### config.mk
export PLATFORM = sky130hd
export DESIGN_NAME = snn_lif_accumulator
export DESIGN_NICKNAME = d
export VERILOG_FILES = /design/src/rtl/snn_lif_accumulator.sv
export SDC_FILE = /design/constraint.sdc
export NUM_CORES = 1
export LEC_CHECK = 0
export ABC_AREA = 0
export CAP_MARGIN = 20
export CORE_UTILIZATION = 55
export CTS_CLUSTER_DIAMETER = 200
export DETAILED_ROUTE_END_ITERATION = 6
export HOLD_SLACK_MARGIN = 0.06
export PLACE_DENSITY = 0.85
export SLEW_MARGIN = 5
export SYNTH_ARGS = -nofsm -noshare
export SYNTH_HDL_FRONTEND = slang
export SYNTH_SLANG_ARGS = --single-unit
### constraint.sdc
create_clock -name clk -period 11.47 [get_ports clk]
set_input_delay 2.294 -clock clk [delete_from_list [all_inputs] [get_ports clk]]
set_output_delay 2.294 -clock clk [all_outputs]
set_load 0.05 [all_outputs]
### src/rtl/snn_lif_accumulator.sv
// Leaky-integrate-and-fire accumulator: collects NUM_PE partial sums plus a membrane
// potential, produces a saturated, thresholded update. Optional leak via SNN_LIF_LEAK_EN.
module snn_lif_accumulator #(
    parameter int unsigned NUM_PE     = 3,
    parameter int unsigned IN_WIDTH   = 5,
    parameter int unsigned MEM_WIDTH  = 8,
    parameter int unsigned LEAK_SHIFT = 2
) (
    input  logic                         clk,
    input  logic                         rst_n,
    input  logic [NUM_PE*IN_WIDTH-1:0]   pe_data,
    input  logic [NUM_PE-1:0]            pe_valid,
    output logic [NUM_PE-1:0]            pe_ready,
    input  logic [MEM_WIDTH-1:0]         mem_in,
    input  logic                         mem_in_valid,
    output logic                         mem_in_ready,
    input  logic [MEM_WIDTH-1:0]         threshold,
    input  logic                         reset_mode,
    output logic [MEM_WIDTH-1:0]         mem_out,
    output logic                         spike_out,
    output logic                         out_valid,
    input  logic                         out_ready
);

    localparam int unsigned SUM_W = MEM_WIDTH + 4;

    typedef enum logic [1:0] {
        S_COLLECT = 2'd0,
        S_COMPUTE = 2'd1,
        S_OUTPUT  = 2'd2
    } state_t;

    state_t                 r_state;
    state_t                 w_next_state;

    logic [IN_WIDTH-1:0]    r_pe_slot [NUM_PE];
    logic [NUM_PE-1:0]      r_pe_full;
    logic [MEM_WIDTH-1:0]   r_mem_slot;
    logic                   r_mem_full;

    logic                   w_collect;
    logic [NUM_PE-1:0]      w_pe_take;
    logic                   w_mem_take;
    logic                   w_all_full;
    logic [MEM_WIDTH-1:0]   w_m;
    logic [SUM_W-1:0]       w_raw;
    logic [MEM_WIDTH-1:0]   w_sat;
    logic                   w_spike;
    logic [MEM_WIDTH-1:0]   w_mem_next;

    // Readies come only from registered state and flags, never from a valid.
    assign w_collect    = (r_state == S_COLLECT);
    assign pe_ready     = w_collect ? ~r_pe_full : '0;
    assign mem_in_ready = w_collect & ~r_mem_full;
    assign w_pe_take    = pe_valid & pe_ready;
    assign w_mem_take   = mem_in_valid & mem_in_ready;
    assign w_all_full   = (&r_pe_full) & r_mem_full;

    always_ff @(posedge clk or negedge rst_n) begin
        if (!rst_n) begin
            r_state <= S_COLLECT;
        end else begin
            r_state <= w_next_state;
        end
    end

    always_comb begin
        w_next_state = r_state;
        case (r_state)
            S_COLLECT: if (w_all_full) w_next_state = S_COMPUTE;
            S_COMPUTE: w_next_state = S_OUTPUT;
            S_OUTPUT:  if (out_ready) w_next_state = S_COLLECT;
            default:   w_next_state = S_COLLECT;
        endcase
    end

    // Input slots; flags drop together once the update has been computed.
    always_ff @(posedge clk or negedge rst_n) begin
        if (!rst_n) begin
            r_pe_full  <= '0;
            r_mem_full <= 1'b0;
            r_mem_slot <= '0;
            for (int i = 0; i < int'(NUM_PE); i++) begin
                r_pe_slot[i] <= '0;
            end
        end else if (r_state == S_COMPUTE) begin
            r_pe_full  <= '0;
            r_mem_full <= 1'b0;
        end else begin
            for (int i = 0; i < int'(NUM_PE); i++) begin
                if (w_pe_take[i]) begin
                    r_pe_slot[i] <= pe_data[i*IN_WIDTH +: IN_WIDTH];
                    r_pe_full[i] <= 1'b1;
                end
            end
            if (w_mem_take) begin
                r_mem_slot <= mem_in;
                r_mem_full <= 1'b1;
            end
        end
    end

`ifdef SNN_LIF_LEAK_EN
    assign w_m = r_mem_slot - (r_mem_slot >> LEAK_SHIFT);
`else
    logic [31:0] w_unused_leak;
    assign w_unused_leak = 32'(LEAK_SHIFT);
    assign w_m = r_mem_slot;
`endif

    // Wide sum cannot wrap; saturate back to the membrane range before thresholding.
    always_comb begin
        w_raw = SUM_W'(w_m);
        for (int i = 0; i < int'(NUM_PE); i++) begin
            w_raw = w_raw + SUM_W'(r_pe_slot[i]);
        end
    end

    assign w_sat      = (w_raw > SUM_W'({MEM_WIDTH{1'b1}})) ? {MEM_WIDTH{1'b1}}
                                                            : MEM_WIDTH'(w_raw);
    assign w_spike    = (w_sat >= threshold);
    assign w_mem_next = !w_spike   ? w_sat :
                        reset_mode ? MEM_WIDTH'(w_sat - threshold) : '0;

    always_ff @(posedge clk or negedge rst_n) begin
        if (!rst_n) begin
            mem_out   <= '0;
            spike_out <= 1'b0;
            out_valid <= 1'b0;
        end else if (r_state == S_COMPUTE) begin
            mem_out   <= w_mem_next;
            spike_out <= w_spike;
            out_valid <= 1'b1;
        end else if (r_state == S_OUTPUT && out_ready) begin
            out_valid <= 1'b0;
        end
    end

endmodule

After elaboration in Yosys (flattened, before gate mapping)
Cells that the tools add are included.
Cells by class
  add/sub/neg operators: 4
  reductions and logical operators: 13
  magnitude comparators: 2
  multiplexer cells: 15
  eq/ne operators: 4
  bitwise gates (word level): 7
Operators by type and width (number)
  2-to-1 mux 8 bit: 3
  adder 10 x 5 -> 11 bit: 1
  > comparator 11 x 8 -> 1 bit, second input constant: 1
  adder 9 x 5 -> 10 bit: 1
  AND reduction 2 bit: 5
  nonzero test 2 bit: 5
  adder 8 x 5 -> 9 bit: 1
  >= comparator 8 bit: 1
  subtractor 8 bit: 1
  2-to-1 mux 1 bit: 7
  2-to-1 mux 3 bit: 2
  case mux 2 bit (3 select lines): 1
  2-to-1 mux 2 bit: 2
  AND 1 bit: 3
  AND 3 bit: 1
  NOT 3 bit: 1
  AND reduction 3 bit: 1
  == test 2 x 1 -> 1 bit, second input constant: 1
  == test 2 bit, second input constant: 1
  logical NOT 2 bit: 1
  != test 2 x 1 -> 1 bit, second input constant: 1
  != test 2 bit, second input constant: 1
  NOT 1 bit: 2
  logical AND 1 bit: 1
Storage, ports and cells
  input port bits: 39
  bits in registers: 39
  output and inout bits: 14
  logic and storage cells: 57

Longest topological paths before layout
Gate-level depths: netlist (run 1).
  depth after elaboration: 8
  gate-level depth with buffers: 20
  gate-level depth less buffers: 19

Worst setup path after synthesis (run 1)
OpenSTA, ideal clock, no wires.
  kind: reg-to-reg
  from: register r_pe_slot[9] (netlist name)
  to: register mem_out[1]
  clock period less this slack: 4.395 ns
  setup time: 0.123 ns
  path slack: 7.075 ns
  arrival: 4.272 ns
  required time: 11.347 ns
  cell stages (with the launch flop): 19
  path buffers: 1
  path through: dfrtp_1 > inv_1 > fa_1 > fa_1 > inv_1 > ha_1 > a21o_1 > a21oi_1 > and2_1 > o21ai_1 > clkbuf_1 > or2_2 > fa_1 > nand3_1 > nand2_2 > a41o_2 > a221o_2 > a31oi_1 > a21oi_1
Between the ends
  word-level cells in the longest chain between the ends: 7
  elaborated cells between the ends (all ways): 8
  those cells by class: 3 x add/sub; 2 x order compare; 3 x mux
Ends and longest elaborated chain
  start, declared: line 36  | logic [IN_WIDTH-1:0] r_pe_slot [NUM_PE];
  start signal, assigned by index: line 92  | r_pe_slot[i] <= pe_data[i*IN_WIDTH +: IN_WIDTH];
  adder 9 x 5 -> 10 bit *: line 115  | w_raw = w_raw + SUM_W'(r_pe_slot[i]);
  adder 10 x 5 -> 11 bit *: line 115
  > comparator 11 x 8 -> 1 bit: line 119  | assign w_sat = (w_raw > SUM_W'({MEM_WIDTH{1'b1}})) ? {MEM_WIDTH{1'b1}}
  2-to-1 mux 8 bit *: line 119
  subtractor 8 bit: line 123  | reset_mode ? MEM_WIDTH'(w_sat - threshold) : '0;
  2-to-1 mux 8 bit: line 123
  2-to-1 mux 8 bit *: line 122  | assign w_mem_next = !w_spike ? w_sat :
  end signal, assigned: line 131  | mem_out <= w_mem_next;
  end, declared: line 19  | output logic [MEM_WIDTH-1:0] mem_out,
Every way passes the cells marked *; elsewhere a longest branch is shown, timed or not.
A chain may end at the register's enable or synchronous reset.

Final worst setup path (run 1)
  from: register r_pe_slot[9] (netlist name)
  to: register mem_out[2]
Same word-level chain as after synthesis.

==> impl_metrics.json, run 1 <==
{
  "met3_usage_pct": 3.779,
  "cts_buffers": 5,
  "vias_per_cell": 5.482,
  "n_antenna_cell": 0,
  "use_met1_pct": 30.13,
  "syn_nets": 332,
  "worst_pin_slew_ps": 853.7,
  "cap_violations": 0,
  "postCtsSetupRepairBufs": 0,
  "cts_resized": 0,
  "ys_types": 39,
  "synth.yosys.seq_area_share_pct": 38.94,
  "grt_pass1_vias": 2013,
  "grt_antenna_before_repair": 0,
  "wl_per_cell_um": 14.04,
  "critPathCaptureType": "flip-flop",
  "async_flop_share_pct": 100.0,
  "synth_top_area_cell": "dfrtp_1",
  "synth_edf_count": 0,
  "fin_skew_ps": 5.388,
  "finish.net_count": 383,
  "status": "completed",
  "slew_headroom_pct": 43.09,
  "mostFrequentLayoutCells": "51 x clkdlybuf4s50_1, 39 x dfrtp_1, 37 x inv_1, 21 x nand2_1, 20 x nor2_1",
  "rsz0062_at_grt": "false",
  "die_area_mm2": 0.004830,
  "routed_wl_um": 5182,
  "netlist_area_mm2": 0.002506,
  "multi_input_area_mm2": 0.001356,
  "cts.sink_count": 39,
  "avgSynthCellArea_um2": 9.457,
  "worstPathArrival_ps": 4920,
  "port_buffers": 52,
  "clk_pin_slew_ps": 70,
  "die_h_um": 69.50,
  "ys_seq_elements": 39,
  "cts_tree": "built",
  "start_kind": "flip-flop",
  "synth_top_area_share_pct": 38.94,
  "synth_area_leaders": "dfrtp_1 39%, fa_1 8.8%, ha_1 8.5%",
  "syn2layout_area_growth_pct": 25.01,
  "drv_slew": 0,
  "drc": 0,
  "dp.final_hpwl_um": 4053,
  "critPathMaxFanout": 12,
  "vias": 2023,
  "grt_pass1_wl_um": 8907,
  "firstDrtPassIters": 4,
  "drive_gt1_share_pct": 8.202,
  "grt_use_total_pct": 23.73,
  "clock_latency_ps": 300,
  "finalSetupTns_ps": 0,
  "required_ps": 11650,
  "clock.fmax_mhz": 211.0,
  "io_pins": 53,
  "die_w_um": 69.50,
  "register_area_um2": 975.9,
  "start_util_pct": 57.56,
  "syn_inst": 265,
  "yosys_warnings": 0,
  "fillers": 341,
  "grt_use_met2_pct": 40.35,
  "grt_busiest_layer": "met2",
  "drtIter0Drc": 102,
  "grt_max_degree": 40,
  "hold_violations": 0,
  "drtAntennaViolNets": 0,
  "hold_class": "reg2reg",
  "ys.flop_type": "dfrtp_1",
  "design.core.area_mm2": 0.004354,
  "grt-ovfl-total": 0,
  "routabilityCongestion": 0.8854,
  "timing.final.crit_share_pct": 41.32,
  "setup_viol": 0,
  "critical_path_class": "reg2reg",
  "cts_max_path_buffers": 2,
  "root_buffer": "clkbuf_8",
  "cts_max_level": 2,
  "num_rows": 24,
  "final_common_cell": "clkdlybuf4s50_1",
  "cts_hold_buf": 0,
  "min_period_ps": 4739
}
[metal layers]
layer  vias up  share of wire, %
met5         -                 0
met4         0               2.3
met3        11               3.9
met2        49                51
met1       976                42
li1        987                 -
[logic make-up (layout without fill, tap and decap cells)]
kind of cell | Yosys count | in the layout | share of synthesized area [%]
AND/OR/NAND/NOR | 70 | 70 | 13.28
XOR/XNOR | 7 | 7 | 2.446
adder cells (fa/ha/maj) | 28 | 28 | 17.27
AO/OA/AOI/OAI | 67 | 67 | 17.07
buffers and inverters | 45 | 97 | 6.940
flip-flops | 39 | 39 | 38.94
multiplexers | 9 | 9 | 4.044
[worst max-delay path: stages (launching register included)]
cell     delay, ps
dfrtp_1        360
inv_1           80
fa_1           460
fa_1           520
inv_1           40
ha_1           350
a21o_1         180
a21oi_1        170
and2_1         190
o21ai_1        250
nor2_1         240
ha_1           170
inv_1           50
fa_1           390
nand3_1        120
nand2_2         80
a41o_2         270
a221o_2        420
a31oi_1        200
a21oi_1         90
[final timing paths]
path                                           from                       end  slack [ps]  depth (start not counted)
max                        r_pe_slot[9]$_DFFE_PN0P_    mem_out[2]$_DFFE_PN0P_        6730                         19
min                           spike_out$_DFFE_PN0P_     spike_out$_DFFE_PN0P_         510                          2
max reg2reg                r_pe_slot[9]$_DFFE_PN0P_    mem_out[2]$_DFFE_PN0P_        6730                         19
min reg2reg                   spike_out$_DFFE_PN0P_     spike_out$_DFFE_PN0P_         510                          2
max in group asynchronous                     rst_n  r_pe_slot[4]$_DFFE_PN0P_        8830                          1
min in group asynchronous                     rst_n  r_pe_full[0]$_DFFE_PN0P_        2100                          1
[through the flow]
| step | instances | utilization [%] | cell area, um^2 | worst slack (ps) | hold slack [ps] |
|---|---|---|---|---|---|
| finish | 369 | 71.95 | 3133 | 6731 | 508.7 |
| global route | 369 | 71.95 | 3133 | 6364 | 537.0 |
| CTS | 369 | 71.95 | 3133 | 6735 | 508.3 |
| detailed placement | 361 | 70.09 | 3052 | 6764 | 491.6 |
| global placement | 361 | 70.09 | 3052 | 6865 | 466.1 |
| floorplan | 265 | - | 2506 | 7075 | 466.3 |
[synthesized netlist by cell type, types with 2 or more instances]
cell type and count:
fa_1 11, a31oi_1 7, o21a_1 2, o21ai_1 7, ha_1 17, nand4_1 2, a21o_1 8, dfrtp_1 39
buf_2 4, xor2_1 2, nand2b_1 3, clkbuf_1 2, nand3_1 3, nand2_1 21, or2_2 5, buf_1 2
nor3_1 4, nor2b_1 2, and2_1 5, mux2_2 9, a21oi_1 15, inv_1 37, xnor2_1 5, nor2_1 20
o21ai_0 19
[flip-flops by register name, indices dropped and copies added, names as in the netlist]
| signal | cells |
|---|---|
| spike_out | 1 |
| r_mem_full | 1 |
| mem_out | 8 |
| r_mem_slot | 8 |
| r_state | 2 |
| out_valid | 1 |
| r_pe_slot | 15 |
| r_pe_full | 3 |
[area by class of cell]
type	instances	area share [%]
clock buffers	7	2.436
clock inverters	1	0.1597
inverters	37	4.433
multi-input cells	181	43.29
flip-flops and latches	39	31.15
well taps	52	2.077
repair buffers	52	16.45
Power of run 1 is not shown: default switching activity piles up to over one toggle a cycle in this logic, so the estimate is an artifact.
==> inputs of run 2 (changes only) <==
--- a/config.mk
+++ b/config.mk
@@ -7,11 +7,11 @@
 export LEC_CHECK = 0
 export ABC_AREA = 0
 export CAP_MARGIN = 20
-export CORE_UTILIZATION = 55
+export CORE_UTILIZATION = 46
 export CTS_CLUSTER_DIAMETER = 200
 export DETAILED_ROUTE_END_ITERATION = 6
 export HOLD_SLACK_MARGIN = 0.06
-export PLACE_DENSITY = 0.85
+export PLACE_DENSITY = 0.76
 export SLEW_MARGIN = 5
 export SYNTH_ARGS = -nofsm -noshare
 export SYNTH_HDL_FRONTEND = slang
==> constraint.sdc (replaced) <==
create_clock -name clk -period 3.8 [get_ports clk]
set_input_delay 0.76 -clock clk [delete_from_list [all_inputs] [get_ports clk]]
set_output_delay 0.76 -clock clk [all_outputs]
set_load 0.05 [all_outputs]
==> run 2 against run 1 <==
Register-to-register slack got worse by 7100 ps. Global-route usage decreased by 2.3 points. Final cell count is 13% higher. The flow now finishes with violations (negative setup slack). Setup slack worse by 7100 ps. Critical path type unchanged. Hold slack lost 19 ps. Maximum frequency is 13% higher. Flip-flop and latch count did not move. Sequential share of layout area decreased by 3.5 points. First-iteration DRC count fell by 35%. Non-clock buffer count up 30. Design area is 13% higher. Routed wire length increased by 10%.
==> impl_metrics.json, run 2 (same netlist as run 1, synthesis figures left out) <==
{
  "worst_pin_slew_ps": 867.3,
  "num_rows": 26,
  "timing.final.crit_share_pct": 110.2,
  "largest_reg_flops": 15,
  "drc": 0,
  "grt_pass1_wl_um": 9163,
  "hold-worst-slack_ps": 489.6,
  "fin_ws_ps": -388.6,
  "cap_violations": 0,
  "start_util_pct": 48.45,
  "drive_gt1_share_pct": 24.78,
  "root_buffer": "clkbuf_8",
  "dp.final_hpwl_um": 4188,
  "port_buffers": 52,
  "drv_slew": 0,
  "firstDrtPassIters": 4,
  "cts_max_path_buffers": 2,
  "postPlaceCellArea_mm2": 0.003324,
  "grt_max_degree": 40,
  "grt_pass1_vias": 2037,
  "final_common_cell": "clkdlybuf4s50_1",
  "cts_max_level": 2,
  "register_area_um2": 975.9,
  "rsz0062_at_grt": "true",
  "cts_buffers": 5,
  "clock_latency_ps": 290,
  "n_antenna_cell": 0,
  "die_w_um": 75.81,
  "grt_use_total_pct": 21.42,
  "routabilityCongestion": 0.8731,
  "reg_top3": "r_pe_slot (15), mem_out (8), r_mem_slot (8)",
  "worstPathArrival_ps": 4370,
  "critPathMaxFanout": 8,
  "fillers": 387,
  "min_period_ps": 4189,
  "slew_headroom_pct": 42.18,
  "routed_wl_um": 5724,
  "mostFrequentLayoutCells": "51 x clkdlybuf4s50_1, 39 x dfrtp_1, 29 x inv_1, 28 x buf_4, 21 x nand2_1",
  "violations": "negative setup slack",
  "largest-register": "r_pe_slot",
  "cts_tree": "built",
  "critical_path_class": "reg2reg",
  "vias_per_cell": 5.029,
  "drtAntennaViolNets": 0,
  "grt_antenna_before_repair": 0,
  "finish.net_count": 413,
  "syn2layout_area_growth_pct": 40.94,
  "hold_violations": 0,
  "multi_input_area_mm2": 0.001484,
  "place_ws_ps": -492.7,
  "required_ps": 3980,
  "wl_per_cell_um": 13.73,
  "vias": 2097,
  "io_pins": 53,
  "drtIter0Drc": 66,
  "fin_skew_ps": 8.363,
  "clk_pin_slew_ps": 80,
  "fin_area_mm2": 0.003532,
  "die_area_mm2": 0.005747,
  "status": "finished with violations",
  "hold_class": "reg2reg",
  "grt-ovfl-total": 0,
  "clock.fmax_mhz": 238.7,
  "start_kind": "flip-flop",
  "setup_viol": 9,
  "design.core.area_mm2": 0.005172,
  "cts.sink_count": 39,
  "die_h_um": 75.81,
  "critPathCaptureType": "flip-flop"
}
[run 2: cell count changes in the layout (fill, tap and decap cells not counted), moves of 3 or more]
cell | previous run | this run
ha_1 | 17 | 10
a21oi_1 | 15 | 12
buf_4 | 0 | 28
ha_2 | 0 | 3
inv_1 | 37 | 29
a21oi_2 | 0 | 3
or2_4 | 0 | 3
ha_4 | 0 | 4
inv_2 | 0 | 8
or2_2 | 5 | 2
[run 2: layout make-up]
type | instances | share of cell area, %
clock buffers | 7 | 2.728
flip-flops and latches | 39 | 27.63
clock inverters | 1 | 0.2125
multi-input cells | 181 | 42.01
repair buffers | 82 | 21.01
inverters | 37 | 3.932
well taps | 70 | 2.480
[run 2: worst max-delay path: stages, from the launching register on]
cell,delay (ps)
dfrtp_1,350
inv_2,50
fa_1,520
inv_1,50
fa_1,450
ha_1,280
a21o_1,170
nand4_1,130
and2_4,180
o21ai_4,90
nor2_4,150
ha_4,140
inv_2,40
fa_2,370
nand3_2,70
nand2_2,50
a41o_2,260
a221o_2,430
a31oi_2,200
a21oi_1,90
[run 2: timing repair]
action / CTS / global route
gates resized for setup: 13 / 8
pin swaps: 17 / 8
gates cloned: 1 / 0
buffers inserted: 4 / 1
hold buffers: 0 / 0
setup endpoints to repair: 9 / 9
[run 2: per-layer routing]
| layer | global-route usage, % | share of wire [%] |
|---|---|---|
| met1 | 28.91 | 47 |
| met5 | 0 | 0 |
| met3 | 3.968 | 2.7 |
| met4 | 4.733 | 1.4 |
| met2 | 35.99 | 49 |
[run 2: stage by stage]
| step | cells | utilization [%] | TNS [ps] |
|---|---|---|---|
| floorplan | 265 | - | -1800 |
| global placement | 403 | 64.27 | -3726 |
| detailed placement | 403 | 64.27 | -3911 |
| CTS | 416 | 67.56 | -2643 |
| global route | 417 | 68.29 | -4621 |
| finish | 417 | 68.29 | -3068 |
[run 2: path summary, 6_finish.rpt]
kind / from / to / slack [ps] / cells past startpoint
worst max-delay path: r_pe_slot[2]$_DFFE_PN0P_ / mem_out[1]$_DFFE_PN0P_ / -390 / 19
worst min-delay path: spike_out$_DFFE_PN0P_ / spike_out$_DFFE_PN0P_ / 490 / 2
worst max register to register: r_pe_slot[2]$_DFFE_PN0P_ / mem_out[1]$_DFFE_PN0P_ / -390 / 19
worst min register to register: spike_out$_DFFE_PN0P_ / spike_out$_DFFE_PN0P_ / 490 / 2
max in group asynchronous: rst_n / r_pe_slot[8]$_DFFE_PN0P_ / 2680 / 1
min in group asynchronous: rst_n / r_pe_slot[5]$_DFFE_PN0P_ / 570 / 1
Power of run 2 is left out for the same reason.
